**config.mk**
```make
export PLATFORM = sky130hd
export DESIGN_NAME = function_sequencer
export DESIGN_NICKNAME = d
export VERILOG_FILES = /design/src/rtl/function_generator_pkg.sv /design/src/rtl/function_sequencer_pkg.sv /design/src/rtl/function_seq_table.sv /design/src/rtl/function_sequencer.sv
export SDC_FILE = /design/constraint.sdc
export NUM_CORES = 1
export LEC_CHECK = 0
export BUFFER_PORTS_ARGS = -buffer_cell sky130_fd_sc_hd__clkbuf_2
export CORE_UTILIZATION = 40
export CTS_CLUSTER_SIZE = 16
export DETAILED_ROUTE_END_ITERATION = 8
export GPL_TIMING_DRIVEN = 1
export SETUP_SLACK_MARGIN = 0.4
export SKIP_CTS_REPAIR_TIMING = 1
export SLEW_MARGIN = 40
export SYNTH_ARGS = -nofsm -noshare
export SYNTH_HDL_FRONTEND = slang
export SYNTH_SLANG_ARGS = --single-unit
export TNS_END_PERCENT = 30
```
**constraint.sdc**
```tcl
create_clock -name clk -period 5 [get_ports clk]
set_input_delay 0.75 -clock clk [delete_from_list [all_inputs] [get_ports clk]]
set_output_delay 0.75 -clock clk [all_outputs]
set_load 0.005 [all_outputs]
```
**src/rtl/function_generator_pkg.sv**
```systemverilog
// -----------------------------------------------------------------------------
// PKG_FunctionGenerator
// Shared types of the function generator. The sequencer imports the waveform
// select type from here so both blocks agree on the encoding.
// -----------------------------------------------------------------------------
package PKG_FunctionGenerator;

   typedef enum logic [1:0] {
      SINE     = 2'd0,
      SQUARE   = 2'd1,
      TRIANGLE = 2'd2,
      SAWTOOTH = 2'd3
   } type_t;

endpackage : PKG_FunctionGenerator

```
**src/rtl/function_sequencer_pkg.sv**
```systemverilog
// -----------------------------------------------------------------------------
// PKG_FunctionSequencer
// Types and helpers for the function sequencer:
//   state_t   - playback FSM state (IDLE, RUN)
//   entry_t   - one table entry {sel, delta, dur, last}
//   clamp_dur - maps a programmed duration of 0 to 1
// -----------------------------------------------------------------------------
package PKG_FunctionSequencer;

   import PKG_FunctionGenerator::type_t;

   // Field widths of a table entry. The top-level DELTA_W / DUR_W parameters
   // default to these and must stay equal to them.
   localparam int SEQ_DELTA_W = 8;
   localparam int SEQ_DUR_W   = 16;

   typedef enum logic {
      IDLE = 1'b0,
      RUN  = 1'b1
   } state_t;

   typedef struct packed {
      type_t                  sel;
      logic [SEQ_DELTA_W-1:0] delta;
      logic [SEQ_DUR_W-1:0]   dur;
      logic                   last;
   } entry_t;

   // A zero duration would underflow the down-counter; present it for one cycle.
   function automatic logic [SEQ_DUR_W-1:0] clamp_dur(input logic [SEQ_DUR_W-1:0] dur);
      return (dur == '0) ? SEQ_DUR_W'(1) : dur;
   endfunction

endpackage : PKG_FunctionSequencer

```
**src/rtl/function_seq_table.sv**
```systemverilog
// -----------------------------------------------------------------------------
// function_seq_table
// DEPTH x entry_t register file holding the playback sequence.
// Cleared by the asynchronous reset, one synchronous write port, one
// combinational read port.
// Ports:
//   clk, rst_n      clock, asynchronous active-low reset
//   we, waddr, wdata  write strobe / index / entry (caller qualifies range)
//   raddr, rdata    combinational read
// -----------------------------------------------------------------------------
module function_seq_table
   import PKG_FunctionSequencer::*;
#(
   parameter  int DEPTH = 8,
   localparam int AW    = $clog2(DEPTH)
) (
   input  logic          clk,
   input  logic          rst_n,
   input  logic          we,
   input  logic [AW-1:0] waddr,
   input  entry_t        wdata,
   input  logic [AW-1:0] raddr,
   output entry_t        rdata
);

   entry_t mem_reg [DEPTH];

   // One register per entry so the whole table clears on reset.
   generate
      for (genvar gi = 0; gi < DEPTH; gi++) begin : g_entry
         always_ff @(posedge clk or negedge rst_n) begin
            if (!rst_n) begin
               mem_reg[gi] <= '0;
            end else if (we && (waddr == AW'(gi))) begin
               mem_reg[gi] <= wdata;
            end
         end
      end
   endgenerate

   // raddr is generated internally and is always a valid index.
   assign rdata = mem_reg[raddr];

endmodule : function_seq_table

```
**src/rtl/function_sequencer.sv**
```systemverilog
// -----------------------------------------------------------------------------
// function_sequencer
// Plays a programmable table of (waveform, delta, duration) entries into the
// function generator's sel/delta inputs, optionally looping.
// Ports:
//   clk, rst_n                 clock, asynchronous active-low reset
//   cfg_we, cfg_addr, cfg_sel,
//   cfg_delta, cfg_dur,
//   cfg_last                   table write port (accepted only while idle)
//   start, stop, loop          playback control (loop sampled on start)
//   fg_sel, fg_delta           registered drive to the function generator
//   busy                       playback active
//   step                       pulse whenever a new entry is applied
//   done                       pulse on natural end of the sequence
// -----------------------------------------------------------------------------
module function_sequencer
   import PKG_FunctionGenerator::*;
   import PKG_FunctionSequencer::*;
#(
   parameter  int DEPTH   = 8,
   parameter  int DELTA_W = SEQ_DELTA_W,
   parameter  int DUR_W   = SEQ_DUR_W,
   localparam int AW      = $clog2(DEPTH)
) (
   input  logic               clk,
   input  logic               rst_n,
   input  logic               cfg_we,
   input  logic [AW-1:0]      cfg_addr,
   input  type_t              cfg_sel,
   input  logic [DELTA_W-1:0] cfg_delta,
   input  logic [DUR_W-1:0]   cfg_dur,
   input  logic               cfg_last,
   input  logic               start,
   input  logic               stop,
   input  logic               loop,
   output type_t              fg_sel,
   output logic [DELTA_W-1:0] fg_delta,
   output logic               busy,
   output logic               step,
   output logic               done
);

   state_t             state_reg,    state_next;
   logic [AW-1:0]      index_reg,    index_next;
   logic [DUR_W-1:0]   count_reg,    count_next;
   logic               last_reg,     last_next;
   logic               loop_reg,     loop_next;
   type_t              fg_sel_reg,   fg_sel_next;
   logic [DELTA_W-1:0] fg_delta_reg, fg_delta_next;
   logic               step_reg,     step_next;
   logic               done_reg,     done_next;

   logic               addr_ok;
   logic               tbl_we;
   entry_t             tbl_wdata;
   logic [AW-1:0]      rd_addr;
   entry_t             rd_entry;
   logic [AW-1:0]      next_idx;
   logic               at_boundary;
   logic               wrap;

   // Out-of-range addresses only exist when DEPTH is not a power of two.
   generate
      if (DEPTH == (1 << AW)) begin : g_addr_full
         assign addr_ok = 1'b1;
      end else begin : g_addr_partial
         assign addr_ok = ({1'b0, cfg_addr} < (AW + 1)'(DEPTH));
      end
   endgenerate

   assign tbl_we    = cfg_we && addr_ok && (state_reg == IDLE);
   assign tbl_wdata = '{sel: cfg_sel, delta: cfg_delta, dur: cfg_dur, last: cfg_last};

   function_seq_table #(
      .DEPTH (DEPTH)
   ) u_table (
      .clk   (clk),
      .rst_n (rst_n),
      .we    (tbl_we),
      .waddr (cfg_addr),
      .wdata (tbl_wdata),
      .raddr (rd_addr),
      .rdata (rd_entry)
   );

   // The current entry's last flag is kept in last_reg so the following index
   // is known without a second table read port.
   assign next_idx    = (last_reg || (index_reg == AW'(DEPTH - 1))) ? '0 : index_reg + AW'(1);
   assign at_boundary = (count_reg == DUR_W'(1));
   assign wrap        = (next_idx == '0);

   // ---------------------------------------------------------------- state reg
   always_ff @(posedge clk or negedge rst_n) begin
      if (!rst_n) begin
         state_reg    <= IDLE;
         index_reg    <= '0;
         count_reg    <= '0;
         last_reg     <= 1'b0;
         loop_reg     <= 1'b0;
         fg_sel_reg   <= type_t'(0);
         fg_delta_reg <= '0;
         step_reg     <= 1'b0;
         done_reg     <= 1'b0;
      end else begin
         state_reg    <= state_next;
         index_reg    <= index_next;
         count_reg    <= count_next;
         last_reg     <= last_next;
         loop_reg     <= loop_next;
         fg_sel_reg   <= fg_sel_next;
         fg_delta_reg <= fg_delta_next;
         step_reg     <= step_next;
         done_reg     <= done_next;
      end
   end

   // --------------------------------------------------------------- next state
   always_comb begin
      state_next = state_reg;
      unique case (state_reg)
         IDLE: begin
            if (start && !stop) begin
               state_next = RUN;
            end
         end
         RUN: begin
            if (stop) begin
               state_next = IDLE;
            end else if (at_boundary && wrap && !loop_reg) begin
               state_next = IDLE;
            end
         end
         default: state_next = IDLE;
      endcase
   end

   // ------------------------------------------------------------ output / data
   always_comb begin
      index_next    = index_reg;
      count_next    = count_reg;
      last_next     = last_reg;
      loop_next     = loop_reg;
      fg_sel_next   = fg_sel_reg;
      fg_delta_next = fg_delta_reg;
      step_next     = 1'b0;
      done_next     = 1'b0;
      rd_addr       = '0;

      unique case (state_reg)
         IDLE: begin
            if (start && !stop) begin
               fg_sel_next   = rd_entry.sel;
               fg_delta_next = rd_entry.delta;
               count_next    = clamp_dur(rd_entry.dur);
               last_next     = rd_entry.last;
               index_next    = '0;
               loop_next     = loop;
               step_next     = 1'b1;
            end
         end
         RUN: begin
            if (stop) begin
               // Abort wins over any entry boundary in the same cycle.
               fg_delta_next = '0;
               index_next    = '0;
            end else if (!at_boundary) begin
               count_next = count_reg - DUR_W'(1);
            end else if (!wrap || loop_reg) begin
               rd_addr       = next_idx;
               fg_sel_next   = rd_entry.sel;
               fg_delta_next = rd_entry.delta;
               count_next    = clamp_dur(rd_entry.dur);
               last_next     = rd_entry.last;
               index_next    = next_idx;
               step_next     = 1'b1;
            end else begin
               // Natural end: freeze the generator but keep the last waveform.
               fg_delta_next = '0;
               index_next    = '0;
               done_next     = 1'b1;
            end
         end
         default: ;
      endcase
   end

   assign fg_sel   = fg_sel_reg;
   assign fg_delta = fg_delta_reg;
   assign busy     = (state_reg == RUN);
   assign step     = step_reg;
   assign done     = done_reg;

endmodule : function_sequencer
```
==> out/results.tsv <==
stage	metric	value	unit
yosys	syn_nets	1075	
timing	max_freq	0.251	GHz
cells_and_area	final_util	46.4	%
die	num_rows	62	
die	io_pins	49	
die	die_h	175	microns
place	dp_slack	1.10	ns
timing	worst_pin_slew	0.824	ns
yosys	synth-edff-count	0	
place	io_buffers	48	
timing	tns	0	ns
clock_tree	clkLatencyLatePin	0.55	ns
place	gp_congestion	0.860	
die	start_util	41.0	%
drt	viasPerCell	5.60	
global_routing	grt_pass1_wl	49.2	mm
yosys	postSynth.asyncResetShare	100	%
power	total_power	6010	uW
power	p_int	4310	uW
clock_tree	clockRootBuffer	clkbuf_16	
yosys	yosys_warnings	0	
drt	dr.first_iter.drc_count	491	
global_routing	grt_usage	20.5	%
critical_path	crit_required	5.47	ns
cells_and_area	nFillCells	2731	
timing	fin_crit_sh	79.7	%
drt	routedWlPerCell	20.7	microns
yosys	synth_ff_type	dfrtp_1	
timing	period_minus_slack	3.98	ns
drt	drt_pass1_iterations	4	
yosys	ys_seq_elements	250	
timing	setup_ws	1.02	ns
cells_and_area	nets	1116	
timing	rsz0062_at_grt	false	
critical_path	path_class	reg -> reg	
clock_tree	cts_buffers	28	
cells_and_area	synthToLayoutAreaGrowth	13.1	%
global_routing	grt_overflow_total	0	
power	swShare	28.3	%
drt	ant_nets	0	
drt	vias	8262	
place	hpwl	19.1	mm
cells_and_area	largest_reg_flops	216	
yosys	synth-seq-area-share	52.5	%
power	irDropWorstVdd	245	uV
cells_and_area	antenna_cells	0	
place	dpl_cell_area	12600	sq um
yosys	ys_types	64	
yosys	synth-simple-area-share	13.5	%
power	power_frac_seq	48.1	%
yosys	synth.avg_cell_area	11.5	sq um
yosys	synth_xor_area_share	0	%
cells_and_area	mostFrequentLayoutCell	dfrtp_1	
timing	max_slew_margin	45.0	%
timing	drv_slew	0	
power	powerDensity	446	nW/um^2
die	die_w	175	microns
power	power.leakage	0.00591	uW
cells_and_area	mostFrequentLayoutCells	dfrtp_1, mux2_2, nand2_1, nand3_1, o21ai_0	
yosys	mappedNetlistArea	11900	sq um
clock_tree	cts_sinks	250	
job	maxCapViolCount	0	
cells_and_area	final_area	13500	sq um
critical_path	worstPathMaxFanout	13	
clock_tree	htreeDepth	1	
yosys	synth_top_family_by_area	multiplexers	
yosys	synth_compound_area_share	6.88	%
status	outcome	finished clean	
power	power_frac_clock	31.9	%
timing	fin_skew	0.0148	ns
power	p_switching	1700	uW
die	design.die.area	30500	sq um
drt	route.detailed.drc	0	
yosys	syn_inst	1035	
global_routing	grt_max_degree	86	
critical_path	cp.arrival	4.45	ns
global_routing	antenna_found_initial	0	
timing	hold_viol	0	
power	p_comb_share	20.0	%
clock_tree	cts_buffer_depth	3	
global_routing	grt_pass1_vias	8447	
die	core_area	29000	sq um
timing	setup_viol	0	
clock_tree	cts_tree	yes	
min_path	hp-class	in -> async	
cells_and_area	layout-drive-gt1-share	34.2	%
yosys	synth_adder_area_share	0.420	%
critical_path	cp-start-kind	flip-flop	
clock_tree	clk_pin_slew_worst_paths	0.06	ns
yosys	synthMuxAreaShare	23.9	%
drt	totalWireLength	30.6	mm
critical_path	cp-end-kind	flip-flop	
==> cells by family after synthesis <==
| group | count (synthesis) |
|---|---|
| AOI/OAI and AO/OA | 126 |
| adders and majority gates | 4 |
| buffers and inverters | 72 |
| DFF | 250 |
| muxes | 253 |
| and+or+nand+nor | 330 |
==> layout make-up <==
class                   count  area [sq um]  area share [%]
well taps                 384           480            3.57
repair buffers             75           493            3.66
clock buffers              40           806            5.98
multi-input cells         713          5350            39.8
flip-flops and latches    250          6260            46.5
clock inverters             6          45.0           0.335
inverters                   8          30.0           0.223
==> worst max-delay path, cell delays in order, from the launching register on <==
cell,delay [ns]
dfrtp_1,0.56
ha_1,0.30
ha_1,0.23
nor4b_4,0.57
and2_1,0.50
nor3_1,0.18
a2111oi_0,0.67
a21oi_1,0.16
nor4_2,0.33
nand4b_1,0.14
o31ai_2,0.24
==> power by group through the flow <==
stage | logic, uW | clock network, uW | registers (uW)
floorplan | 943 | 0 | 2800
global placement | 1170 | 0 | 2900
detailed placement | 1210 | 0 | 2910
CTS | 1210 | 1960 | 2880
global route | 1340 | 2040 | 2960
finish | 1200 | 1920 | 2890
==> synthesized netlist by cell type, types with 6 or more instances <==
master / n / area share (%)
inv_1: 8 / 0.25
dfrtp_1: 250 / 53
o21ai_0: 49 / 2.1
clkbuf_1: 40 / 1.3
buf_1: 6 / 0.19
nor4_1: 9 / 0.47
buf_2: 9 / 0.38
nor3b_1: 6 / 0.38
nor2_1: 25 / 0.79
nand3_1: 78 / 3.3
a22o_1: 8 / 0.59
mux2i_1: 27 / 2.3
a21oi_1: 16 / 0.67
nor3_1: 11 / 0.46
nand2_1: 154 / 4.9
mux2_2: 223 / 21
==> routing by layer <==
metal | part of all wire, % | wire (microns) | track usage [%] | up-vias
met1 | 48 | 14700 | 30.0 | 4237
met4 | 2.0 | 622 | 5.65 | 0
met3 | 4.9 | 1500 | 2.97 | 42
met5 | 0 | 0 | 0 | -
li1 | - | - | - | 3787
met2 | 45 | 13800 | 31.8 | 196
==> worst paths after layout <==
path | from | cells past startpoint | slack [ns] | to
hold reg to reg | fg_sel[1] | 1 | 0.49 | fg_sel[1]
max in group asynchronous | rst_n | 3 | 3.71 | count_reg[7]
hold / removal | rst_n | 1 | 0.11 | fg_delta[3]
setup / recovery | index_reg[0] | 10 | 1.02 | count_reg[0]
setup reg to reg | index_reg[0] | 10 | 1.02 | count_reg[0]
min in group clk | loop | 3 | 0.42 | loop_reg
==> metrics by stage <==
step	hold WS, ns	instances
final	0.115	1476
after global routing	0.142	1476
after CTS	0.118	1476
after detailed placement	0.475	1430
after global placement	0.477	1428
after floorplan	0.454	1035
No activity file was read; power rests on OpenSTA's default activity.
